===== src/rtl/cpu_controller_if.sv =====
// Instruction/handshake bus between the sequencer and its surroundings:
// instruction input and start strobe in, datapath controls out.
interface cpu_controller_if;
   logic        s;
   logic        load;
   logic [15:0] in;
   logic        w;
   logic [2:0]  readnum;
   logic [2:0]  writenum;
   logic        write;
   logic        loada;
   logic        loadb;
   logic        asel;
   logic        bsel;
   logic        loadc;
   logic        loads;
   logic [3:0]  vsel;
   logic [1:0]  shift;
   logic [1:0]  ALUop;
   logic [15:0] sximm8;
   logic [15:0] sximm5;

   modport master (
      output s, load, in,
      input  w, readnum, writenum, write, loada, loadb, asel, bsel,
             loadc, loads, vsel, shift, ALUop, sximm8, sximm5
   );

   modport slave (
      input  s, load, in,
      output w, readnum, writenum, write, loada, loadb, asel, bsel,
             loadc, loads, vsel, shift, ALUop, sximm8, sximm5
   );
endinterface


===== src/rtl/cpu_controller.sv =====
// Multi-cycle Moore sequencer: holds one instruction word and steps the
// register-file/ALU datapath through MOV/ADD/CMP/AND/MVN.
module cpu_controller (
   input  logic             clk,
   input  logic             reset_n,
   cpu_controller_if.slave  bus
);

   typedef enum logic [2:0] {
      ST_WAIT      = 3'd0,
      ST_DECODE    = 3'd1,
      ST_WRITE_IMM = 3'd2,
      ST_GET_A     = 3'd3,
      ST_GET_B     = 3'd4,
      ST_EXEC      = 3'd5,
      ST_WRITE_REG = 3'd6
   } state_t;

   state_t      state_r;
   logic [15:0] ir_r;

   logic [2:0]  opcode_s;
   logic [1:0]  op_s;
   logic [2:0]  rn_s;
   logic [2:0]  rd_s;
   logic [1:0]  sh_s;
   logic [2:0]  rm_s;
   logic        is_cmp_s;

   logic        w_s;
   logic        write_s;
   logic        loada_s;
   logic        loadb_s;
   logic        loadc_s;
   logic        loads_s;
   logic        asel_s;
   logic        bsel_s;
   logic [2:0]  readnum_s;
   logic [2:0]  writenum_s;
   logic [3:0]  vsel_s;
   logic [1:0]  shift_s;
   logic [1:0]  aluop_s;

   assign opcode_s = ir_r[15:13];
   assign op_s     = ir_r[12:11];
   assign rn_s     = ir_r[10:8];
   assign rd_s     = ir_r[7:5];
   assign sh_s     = ir_r[4:3];
   assign rm_s     = ir_r[2:0];
   assign is_cmp_s = (opcode_s == 3'b101) && (op_s == 2'b01);

   // Instruction register; a load is only honoured while the sequencer is idle
   always_ff @(posedge clk or negedge reset_n) begin
      if (!reset_n) begin
         ir_r <= 16'h0000;
      end else if (bus.load && (state_r == ST_WAIT)) begin
         ir_r <= bus.in;
      end else begin
         ir_r <= ir_r;
      end
   end

   // Sequencer state transitions
   always_ff @(posedge clk or negedge reset_n) begin
      if (!reset_n) begin
         state_r <= ST_WAIT;
      end else begin
         case (state_r)
            ST_WAIT: begin
               if (bus.s) state_r <= ST_DECODE;
               else       state_r <= ST_WAIT;
            end
            ST_DECODE: begin
               case ({opcode_s, op_s})
                  5'b110_10:                       state_r <= ST_WRITE_IMM;
                  5'b110_00, 5'b101_11:            state_r <= ST_GET_B;
                  5'b101_00, 5'b101_01, 5'b101_10: state_r <= ST_GET_A;
                  default:                         state_r <= ST_WAIT;
               endcase
            end
            ST_WRITE_IMM: state_r <= ST_WAIT;
            ST_GET_A:     state_r <= ST_GET_B;
            ST_GET_B:     state_r <= ST_EXEC;
            ST_EXEC: begin
               if (is_cmp_s) state_r <= ST_WAIT;
               else          state_r <= ST_WRITE_REG;
            end
            ST_WRITE_REG: state_r <= ST_WAIT;
            default:      state_r <= ST_WAIT;
         endcase
      end
   end

   // Moore output decode; decoding straight from state lets reset idle the outputs at once
   always_comb begin
      w_s        = 1'b0;
      write_s    = 1'b0;
      loada_s    = 1'b0;
      loadb_s    = 1'b0;
      loadc_s    = 1'b0;
      loads_s    = 1'b0;
      asel_s     = 1'b0;
      bsel_s     = 1'b0;
      readnum_s  = 3'd0;
      writenum_s = 3'd0;
      vsel_s     = 4'b1000;
      shift_s    = 2'b00;
      aluop_s    = 2'b00;
      case (state_r)
         ST_WAIT: w_s = 1'b1;
         ST_DECODE: begin
         end
         ST_WRITE_IMM: begin
            writenum_s = rn_s;
            vsel_s     = 4'b0010;
            write_s    = 1'b1;
         end
         ST_GET_A: begin
            readnum_s = rn_s;
            loada_s   = 1'b1;
         end
         ST_GET_B: begin
            readnum_s = rm_s;
            loadb_s   = 1'b1;
         end
         ST_EXEC: begin
            shift_s = sh_s;
            // Single-operand ops zero the A side so the ALU passes/inverts B
            if (opcode_s == 3'b101) begin
               aluop_s = op_s;
               asel_s  = (op_s == 2'b11);
            end else begin
               aluop_s = 2'b00;
               asel_s  = 1'b1;
            end
            if (is_cmp_s) loads_s = 1'b1;
            else          loadc_s = 1'b1;
         end
         ST_WRITE_REG: begin
            writenum_s = rd_s;
            vsel_s     = 4'b1000;
            write_s    = 1'b1;
         end
         default: begin
         end
      endcase
   end

   assign bus.w        = w_s;
   assign bus.write    = write_s;
   assign bus.loada    = loada_s;
   assign bus.loadb    = loadb_s;
   assign bus.loadc    = loadc_s;
   assign bus.loads    = loads_s;
   assign bus.asel     = asel_s;
   assign bus.bsel     = bsel_s;
   assign bus.readnum  = readnum_s;
   assign bus.writenum = writenum_s;
   assign bus.vsel     = vsel_s;
   assign bus.shift    = shift_s;
   assign bus.ALUop    = aluop_s;
   assign bus.sximm8   = {{8{ir_r[7]}}, ir_r[7:0]};
   assign bus.sximm5   = {{11{ir_r[4]}}, ir_r[4:0]};

endmodule

===== src/flat_wrapper.sv =====
// flat-port wrapper written by rule: the top's interface ports become plain ports
module cpu_controller_flat 
  (clk, reset_n, bus_s, bus_load, bus_in, bus_w, bus_readnum, bus_writenum, bus_write, bus_loada, bus_loadb, bus_asel, bus_bsel, bus_loadc, bus_loads, bus_vsel, bus_shift, bus_ALUop, bus_sximm8, bus_sximm5);
  cpu_controller_if bus_i ();
  input  logic clk;
  input  logic reset_n;
  input wire logic [$bits(bus_i.s)-1:0] bus_s;
  input wire logic [$bits(bus_i.load)-1:0] bus_load;
  input wire logic [$bits(bus_i.in)-1:0] bus_in;
  output wire logic [$bits(bus_i.w)-1:0] bus_w;
  output wire logic [$bits(bus_i.readnum)-1:0] bus_readnum;
  output wire logic [$bits(bus_i.writenum)-1:0] bus_writenum;
  output wire logic [$bits(bus_i.write)-1:0] bus_write;
  output wire logic [$bits(bus_i.loada)-1:0] bus_loada;
  output wire logic [$bits(bus_i.loadb)-1:0] bus_loadb;
  output wire logic [$bits(bus_i.asel)-1:0] bus_asel;
  output wire logic [$bits(bus_i.bsel)-1:0] bus_bsel;
  output wire logic [$bits(bus_i.loadc)-1:0] bus_loadc;
  output wire logic [$bits(bus_i.loads)-1:0] bus_loads;
  output wire logic [$bits(bus_i.vsel)-1:0] bus_vsel;
  output wire logic [$bits(bus_i.shift)-1:0] bus_shift;
  output wire logic [$bits(bus_i.ALUop)-1:0] bus_ALUop;
  output wire logic [$bits(bus_i.sximm8)-1:0] bus_sximm8;
  output wire logic [$bits(bus_i.sximm5)-1:0] bus_sximm5;
  assign bus_i.s = bus_s;
  assign bus_i.load = bus_load;
  assign bus_i.in = bus_in;
  assign bus_w = bus_i.w;
  assign bus_readnum = bus_i.readnum;
  assign bus_writenum = bus_i.writenum;
  assign bus_write = bus_i.write;
  assign bus_loada = bus_i.loada;
  assign bus_loadb = bus_i.loadb;
  assign bus_asel = bus_i.asel;
  assign bus_bsel = bus_i.bsel;
  assign bus_loadc = bus_i.loadc;
  assign bus_loads = bus_i.loads;
  assign bus_vsel = bus_i.vsel;
  assign bus_shift = bus_i.shift;
  assign bus_ALUop = bus_i.ALUop;
  assign bus_sximm8 = bus_i.sximm8;
  assign bus_sximm5 = bus_i.sximm5;
  cpu_controller u_core (.clk(clk), .reset_n(reset_n), .bus(bus_i));
endmodule

===== config.mk =====
export PLATFORM = sky130hd
export DESIGN_NAME = cpu_controller_flat
export DESIGN_NICKNAME = d
export VERILOG_FILES = /design/src/rtl/cpu_controller_if.sv /design/src/rtl/cpu_controller.sv /design/src/flat_wrapper.sv
export SDC_FILE = /design/constraint.sdc
export NUM_CORES = 1
export LEC_CHECK = 0
export CAP_MARGIN = 20
export CORE_UTILIZATION = 39
export CTS_BUF_LIST = sky130_fd_sc_hd__clkbuf_8
export DETAILED_ROUTE_END_ITERATION = 6
export MAX_ROUTING_LAYER = met4
export PLACE_DENSITY_LB_ADDON = 0.1
export SLEW_MARGIN = 30
export SYNTH_ARGS = -nofsm -noshare
export SYNTH_HDL_FRONTEND = slang
export SYNTH_SLANG_ARGS = --single-unit
export TNS_END_PERCENT = 20

===== constraint.sdc =====
create_clock -name clk -period 1.62 [get_ports clk]
set_input_delay 0.486 -clock clk [delete_from_list [all_inputs] [get_ports clk]]
set_output_delay 0.486 -clock clk [all_outputs]
set_load 0.01 [all_outputs]

==> flow_summary_export.csv, run 1 <==
group,metric,value,unit
worst_setup_path,r2r_end,"u_core.ir_r[2]$_DFFE_PN0P_",
clocking,hold_buffers,0,
drt,dr.pass1.iters,4,
floorplan,die_x,59.5,um
timing,hold_viol_final,0,
final_layout,design_area,0.00213,mm2
timing,min_period,1.91,ns
worst_setup_path,cp.arrival,1.42,ns
clocking,cts.sinks,19,
placed_design,port_buffers,70,
power,swShare,38.9,%
timing,setup_violations,23,
final_layout,antenna_cells,0,
clocking,numCtsBuffers,3,
clocking,root_buffer,"clkbuf_8",
clocking,clock_path_buffers,2,
drt,drt_iter0_markers,18,
timing,holdWs,0.544,ns
floorplan,start_util,41.6,%
final_layout,finalNetCount,214,
timing,rsz0062_at_grt,"yes",
grt,antenna_found_initial,0,
final_layout,fill_cells,250,
power,p_sw,1.67,mW
worst_setup_path,crit_fanout,5,
power,p_leak,1.03,nW
logic_synthesis,seq_area_frac_synth,36.9,%
grt,overflow,0,
floorplan,fp.coreArea,0.00310,mm2
worst_setup_path,rr_startpoint,"u_core.state_r[2]$_DFF_PN0_",
logic_synthesis,synth_seq_cells,19,
placed_design,placed_cell_area,0.00199,mm2
clocking,path_clk_slew,0.07,ns
flow_run,cap_viol_max_count,0,
power,peakVddDrop,0.865,mV
worst_setup_path,rr_worst_depth,6,
drt,routed_via_density,4.74,
logic_synthesis,syn-mean-instance-area,10.6,um2
placed_design,hpwl,2380,um
logic_synthesis,netlist_area,0.00129,mm2
timing,setup_tns,-3.20,ns
logic_synthesis,yosysWarnings,0,
timing,fin_crit_sh,118,%
outcome,violations,"negative setup slack",
timing,fin_skew,0.00319,ns
drt,vias,1124,
worst_hold_path,min_from,"u_core.ir_r[5]$_DFFE_PN0P_",
power,p_int,2.63,mW
worst_hold_path,min_path_cells,1,
worst_setup_path,startpoint_type,"flop",
final_layout,drive_gt1_share,48.7,%
drt,drc,0,
grt,track_usage,18.7,%
final_layout,instances_no_fill,237,
drt,ant_nets,0,
outcome,outcome,"finished with violations",
power,pwr-share-seq,23.1,%
worst_setup_path,end_kind,"output port",
grt,grt_pass1_wl,4690,um
power,comb_power_share,69.1,%
worst_setup_path,crit_type,"reg -> out",
grt,grt_pass1_vias,1015,
floorplan,dieArea,0.00354,mm2
power,p_clk_share,7.8,%
worst_setup_path,cp_data_required_time,1.13,ns
floorplan,die_y,59.5,um
drt,routedWlPerCell,14.0,um
grt,grt_max_degree,20,
worst_setup_path,ff2ff_setup_slack,0,ns
power,total_power,4.30,mW
final_layout,utilization,68.6,%
logic_synthesis,syn-instance-count,122,
clocking,cts_tree,"yes",
placed_design,dp_slack,-0.422,ns
worst_hold_path,hold_class,"reg -> reg",
timing,timing.fmax,524,MHz
floorplan,row_count,20,
drt,drt_wl_total,3330,um
logic_synthesis,yosysUniqueCellTypes,33,
power,powerDensity,2020,mW/mm2
floorplan,ioPinCount,74,
clocking,clock_latency,0.25,ns
timing,final_max_slew_viol_count,0,
clocking,htree_levels,1,
worst_hold_path,min_to,"u_core.ir_r[5]$_DFFE_PN0P_",
placed_design,place_congestion,0.903,
timing,layout_setup_ws,-0.290,ns
placed_design,dp_cells,226,
final_layout,syn2layout_area_growth,65.1,%
==> worst max-delay path: stages, from the launching register on <==
cell and delay [ns]:
dfrtp_1 0.43, buf_4 0.18, nor3_4 0.17, and3_1 0.17
clkdlybuf4s15_2 0.22
==> placed cells by master, fill, tap and decap left out, drive strengths merged, types with 3 or more instances in the layout <==
cell / Yosys / final
inv: 6 / 6
clkdlybuf4s50: 0 / 19
o21ai: 3 / 3
nor3: 5 / 5
nor2: 5 / 5
dlygate4sd2: 0 / 21
buf: 38 / 52
dfrtp: 19 / 19
and3: 3 / 3
conb: 1 / 3
mux2i: 3 / 3
a21oi: 3 / 3
mux2: 15 / 15
clkbuf: 1 / 5
clkdlybuf4s15: 0 / 10
a22o: 3 / 3
==> cell usage after synthesis <==
library cell  instances  area share, %
a21oi_1               3            1.2
a221o_1               1           0.78
a22o_1                3            2.0
a31oi_1               1           0.49
and2_4                1           0.68
and2b_1               1           0.58
and3_1                3            1.5
and3b_1               1           0.68
buf_12                1            1.6
buf_2                 1           0.39
buf_4                35             20
buf_6                 1           0.87
clkbuf_1              1           0.29
conb_1                1           0.29
dfrtp_1              19             37
inv_1                 6            1.7
mux2_2                6            5.2
mux2_4                9             10
mux2i_1               3            2.3
nand2_1               2           0.58
nand2b_1              1           0.49
nand3_1               1           0.39
nand4_1               1           0.49
nand4b_1              1           0.68
nand4bb_1             1           0.87
nor2_1                5            1.5
nor3_1                4            1.6
nor3_2                1           0.78
o21ai_0               3            1.2
o221a_2               1           0.87
o311ai_0              1           0.68
o31ai_1               2            1.2
or2b_1                1           0.58
==> what timing repair did <==
action | 4_1_cts | 5_1_grt
pin swaps | 10 | 3
endpoints found under the hold margin | 0 | 0
gates resized for setup | 124 | 39
setup endpoints to repair | 66 | 47
gates cloned | 0 | 0
buffers inserted | 6 | 2
==> cell type report <==
class                   count  area [um2]  share of cell area [%]
clock inverters             1        5.00                   0.235
well taps                  44        55.1                    2.59
multi-input cells          60         603                    28.3
flip-flops and latches     19         479                    22.5
inverters                   6        22.5                    1.06
repair buffers            104         923                    43.4
clock buffers               3        41.3                    1.94
==> cells by family after synthesis <==
kind of cell,share of synthesized area [%]
flip-flops,36.9
buffers and inverters,25.2
AO/OA/AOI/OAI,8.34
AND/OR/NAND/NOR,11.3
multiplexers,18.0
other,0.291
==> power groups by stage <==
stage                     registers [mW]  clock network [mW]  logic [mW]
after floorplan                    0.959                   0        1.75
after global placement             0.958                   0        2.85
after detailed placement           0.967                   0        2.91
after CTS                          0.966               0.339        2.72
after global routing                1.03               0.373        3.16
final                              0.994               0.336        2.97
==> routing by layer <==
metal,vias to the layer above,track usage (%),share of wire [%]
met2,58,32.4,52
met4,0,9.30,1.9
met1,533,21.3,40
met3,6,2.18,5.8
li1,527,-,-
met5,-,-,0
==> sequential cells by signal (all words and copies together) (netlist names) <==
register / flops
u_core.ir_r: 16
u_core.state_r: 3
==> worst max-delay path by stage <==
stage                                            from                          to  cells after the start
final                     u_core.state_r[1]$_DFF_PN0_                bus_ALUop[1]                      4
after global routing      u_core.state_r[1]$_DFF_PN0_              bus_readnum[0]                      5
after CTS                 u_core.state_r[1]$_DFF_PN0_              bus_readnum[1]                      5
after detailed placement  u_core.state_r[2]$_DFF_PN0_              bus_readnum[1]                      4
after global placement    u_core.state_r[0]$_DFF_PN0_              bus_readnum[0]                      4
after floorplan           u_core.state_r[0]$_DFF_PN0_  u_core.ir_r[0]$_DFFE_PN0P_                      5
Note: power is estimated with default switching activity, not from simulation.
==> inputs of run 2 (changes only) <==
--- a/config.mk
+++ b/config.mk
@@ -11,7 +11,7 @@
 export DETAILED_ROUTE_END_ITERATION = 6
 export MAX_ROUTING_LAYER = met4
 export PLACE_DENSITY_LB_ADDON = 0.1
-export SLEW_MARGIN = 30
+export SLEW_MARGIN = 20
 export SYNTH_ARGS = -nofsm -noshare
 export SYNTH_HDL_FRONTEND = slang
 export SYNTH_SLANG_ARGS = --single-unit
==> results of run 2 <==
No change in the layout: final DEF, timing and power equal those of run 1.
==> inputs of run 3 (changes only) <==
--- a/config.mk
+++ b/config.mk
@@ -6,11 +6,12 @@
 export NUM_CORES = 1
 export LEC_CHECK = 0
 export CAP_MARGIN = 20
-export CORE_UTILIZATION = 39
-export CTS_BUF_LIST = sky130_fd_sc_hd__clkbuf_8
+export CORE_UTILIZATION = 40
+export CTS_BUF_LIST = sky130_fd_sc_hd__clkbuf_4 sky130_fd_sc_hd__clkbuf_8
 export DETAILED_ROUTE_END_ITERATION = 6
 export MAX_ROUTING_LAYER = met4
 export PLACE_DENSITY_LB_ADDON = 0.1
+export SETUP_SLACK_MARGIN = 0.1
 export SLEW_MARGIN = 20
 export SYNTH_ARGS = -nofsm -noshare
 export SYNTH_HDL_FRONTEND = slang
==> constraint.sdc (replaced) <==
create_clock -name clk -period 2.3 [get_ports clk]
set_input_delay 0.69 -clock clk [delete_from_list [all_inputs] [get_ports clk]]
set_output_delay 0.69 -clock clk [all_outputs]
set_load 0.01 [all_outputs]
==> run 3 against run 2 <==
Compared with the run above:
- the flow now finishes without violations
- first-iteration DRC count decreased by 39%
- final cell count is 9.3% lower
- core utilization shrank 7.9 points
- global-route usage down 0.13 points
- routed wire length down 12%
- critical endpoint is now bus_loads
- non-clock buffer count is 22 lower
- worst hold slack got worse by 0.038 ns
==> flow_summary_export.csv, run 3 (synthesis gave the netlist of run 1 again) <==
group,metric,value,unit
timing,hold_viol_final,0,
floorplan,fp.coreArea,0.00305,mm2
final_layout,largest_register_ffs,16,
flow_run,cap_viol_max_count,0,
grt,antenna_found_initial,0,
worst_setup_path,startpoint_type,"flop",
final_layout,multi_input_area,517,um2
final_layout,instances_no_fill,215,
drt,drt_iter0_markers,11,
clocking,cts_tree,"yes",
placed_design,dp_cells,205,
worst_setup_path,crit_type,"reg -> out",
timing,fin_skew,0.00141,ns
floorplan,row_count,20,
drt,ant_nets,0,
power,p_int,1.61,mW
timing,timing.fmax,451,MHz
final_layout,seq_area,479,um2
grt,track_usage,18.6,%
placed_design,placed_cell_area,0.00180,mm2
clocking,cts.sinks,19,
clocking,root_buffer,"clkbuf_4",
clocking,numCtsBuffers,3,
grt,grt_pass1_vias,989,
drt,dr.pass1.iters,2,
placed_design,port_buffers,70,
timing,final_max_slew_viol_count,0,
clocking,hold_buffers,0,
power,pwr-share-seq,28.0,%
power,swShare,38.3,%
final_layout,finalNetCount,192,
placed_design,place_congestion,0.815,
drt,drc,0,
final_layout,layout_common_cells,"clkdlybuf4s50_1, dfrtp_1, dlygate4sd2_1, buf_4, mux2_4",
final_layout,antenna_cells,0,
drt,routed_via_density,4.77,
power,p_sw,0.996,mW
power,p_leak,0.851,nW
worst_setup_path,end_kind,"output port",
worst_setup_path,cp_data_required_time,1.61,ns
timing,setup_violations,0,
power,powerDensity,1400,mW/mm2
timing,min_period,2.22,ns
floorplan,start_util,42.3,%
floorplan,die_y,58.8,um
timing,rsz0062_at_grt,"yes",
clocking,clock_latency,0.30,ns
outcome,outcome,"finished clean",
floorplan,dieArea,0.00346,mm2
drt,routedWlPerCell,13.6,um
grt,grt_max_degree,20,
power,p_clk_share,6.8,%
timing,holdWs,0.506,ns
worst_hold_path,hold_class,"reg -> reg",
floorplan,die_x,58.8,um
final_layout,top_register,"u_core.ir_r",
final_layout,syn2layout_area_growth,43.8,%
clocking,htree_levels,1,
power,comb_power_share,65.2,%
placed_design,hpwl,2070,um
drt,drt_wl_total,2920,um
timing,fin_crit_sh,96.5,%
clocking,path_clk_slew,0.11,ns
worst_setup_path,cp.arrival,1.53,ns
clocking,clock_path_buffers,2,
final_layout,design_area,0.00186,mm2
drt,vias,1026,
grt,grt_pass1_wl,4640,um
final_layout,fill_cells,276,
worst_setup_path,crit_fanout,5,
final_layout,final_common_cell,"clkdlybuf4s50_1",
final_layout,top_regs,"u_core.ir_r (16), u_core.state_r (3)",
grt,overflow,0,
power,peakVddDrop,0.550,mV
final_layout,drive_gt1_share,29.2,%
floorplan,ioPinCount,74,
==> run 3: cell count changes in the layout (fill, tap and decap cells not counted), sizes merged <==
cell	before	now
buf	52	15
clkdlybuf4s15	10	1
clkdlybuf4s50	19	51
dlygate4sd2	21	12
dlymetal6s2s	0	1
==> run 3: power by group through the flow <==
stage	combinational (mW)	clock [mW]	sequential, mW
after floorplan	1.23	0	0.672
after global placement	1.64	0	0.726
after detailed placement	1.66	0	0.741
after CTS	1.70	0.180	0.729
after global routing	1.82	0.200	0.766
final	1.70	0.177	0.730
==> run 3: metrics by stage <==
step / utilization, % / setup WS, ns / power, mW / TNS [ns]
6_report: 60.8 / 0.0803 / 2.60 / 0
4_1_cts: 60.8 / -0.104 / 2.61 / -0.104
3_5_place_dp: 58.8 / 0.0792 / 2.40 / 0
3_3_place_gp: 58.8 / 0.0902 / 2.37 / 0
2_1_floorplan: - / 0.409 / 1.90 / 0
5_1_grt: 60.8 / 0.00691 / 2.79 / 0
==> run 3: final cells by class <==
| class | instances | area share [%] |
|---|---|---|
| clock buffers | 3 | 1.21 |
| repair buffers | 82 | 40.7 |
| clock inverters | 1 | 0.270 |
| inverters | 6 | 1.21 |
| flip-flops and latches | 19 | 25.8 |
| multi-input cells | 60 | 27.8 |
| well taps | 44 | 2.97 |
==> run 3: final timing paths <==
kind	slack, ns	to	depth (start not counted)	start
max in group asynchronous	1.38	u_core.state_r[1]$_DFF_PN0_	2	reset_n
min reg2reg	0.51	u_core.state_r[0]$_DFF_PN0_	1	u_core.state_r[1]$_DFF_PN0_
min in group asynchronous	0.70	u_core.ir_r[1]$_DFFE_PN0P_	2	reset_n
min	0.51	u_core.state_r[0]$_DFF_PN0_	1	u_core.state_r[1]$_DFF_PN0_
max	0.08	bus_loads	4	u_core.state_r[1]$_DFF_PN0_
max reg2reg	0.56	u_core.ir_r[3]$_DFFE_PN0P_	5	u_core.state_r[1]$_DFF_PN0_
==> run 3: worst max-delay path: stages (launching register included) <==
cell and delay [ns]:
dfrtp_2 0.45, and2b_1 0.22, nand2_1 0.12, nor3_2 0.19, clkdlybuf4s15_2 0.24
==> run 3: repair_timing <==
action	4_1_cts	5_1_grt
setup buffers	6	0
gates resized for setup	38	6
setup endpoints to repair	26	21
==> run 3: per-layer routing <==
layer  wire, um  vias up  GRT usage (%)
met5          0        -              -
met4         40        0           7.14
met3        227        5           4.62
met2       1350       48           30.2
met1       1300      492           22.2
li1           -      481              -
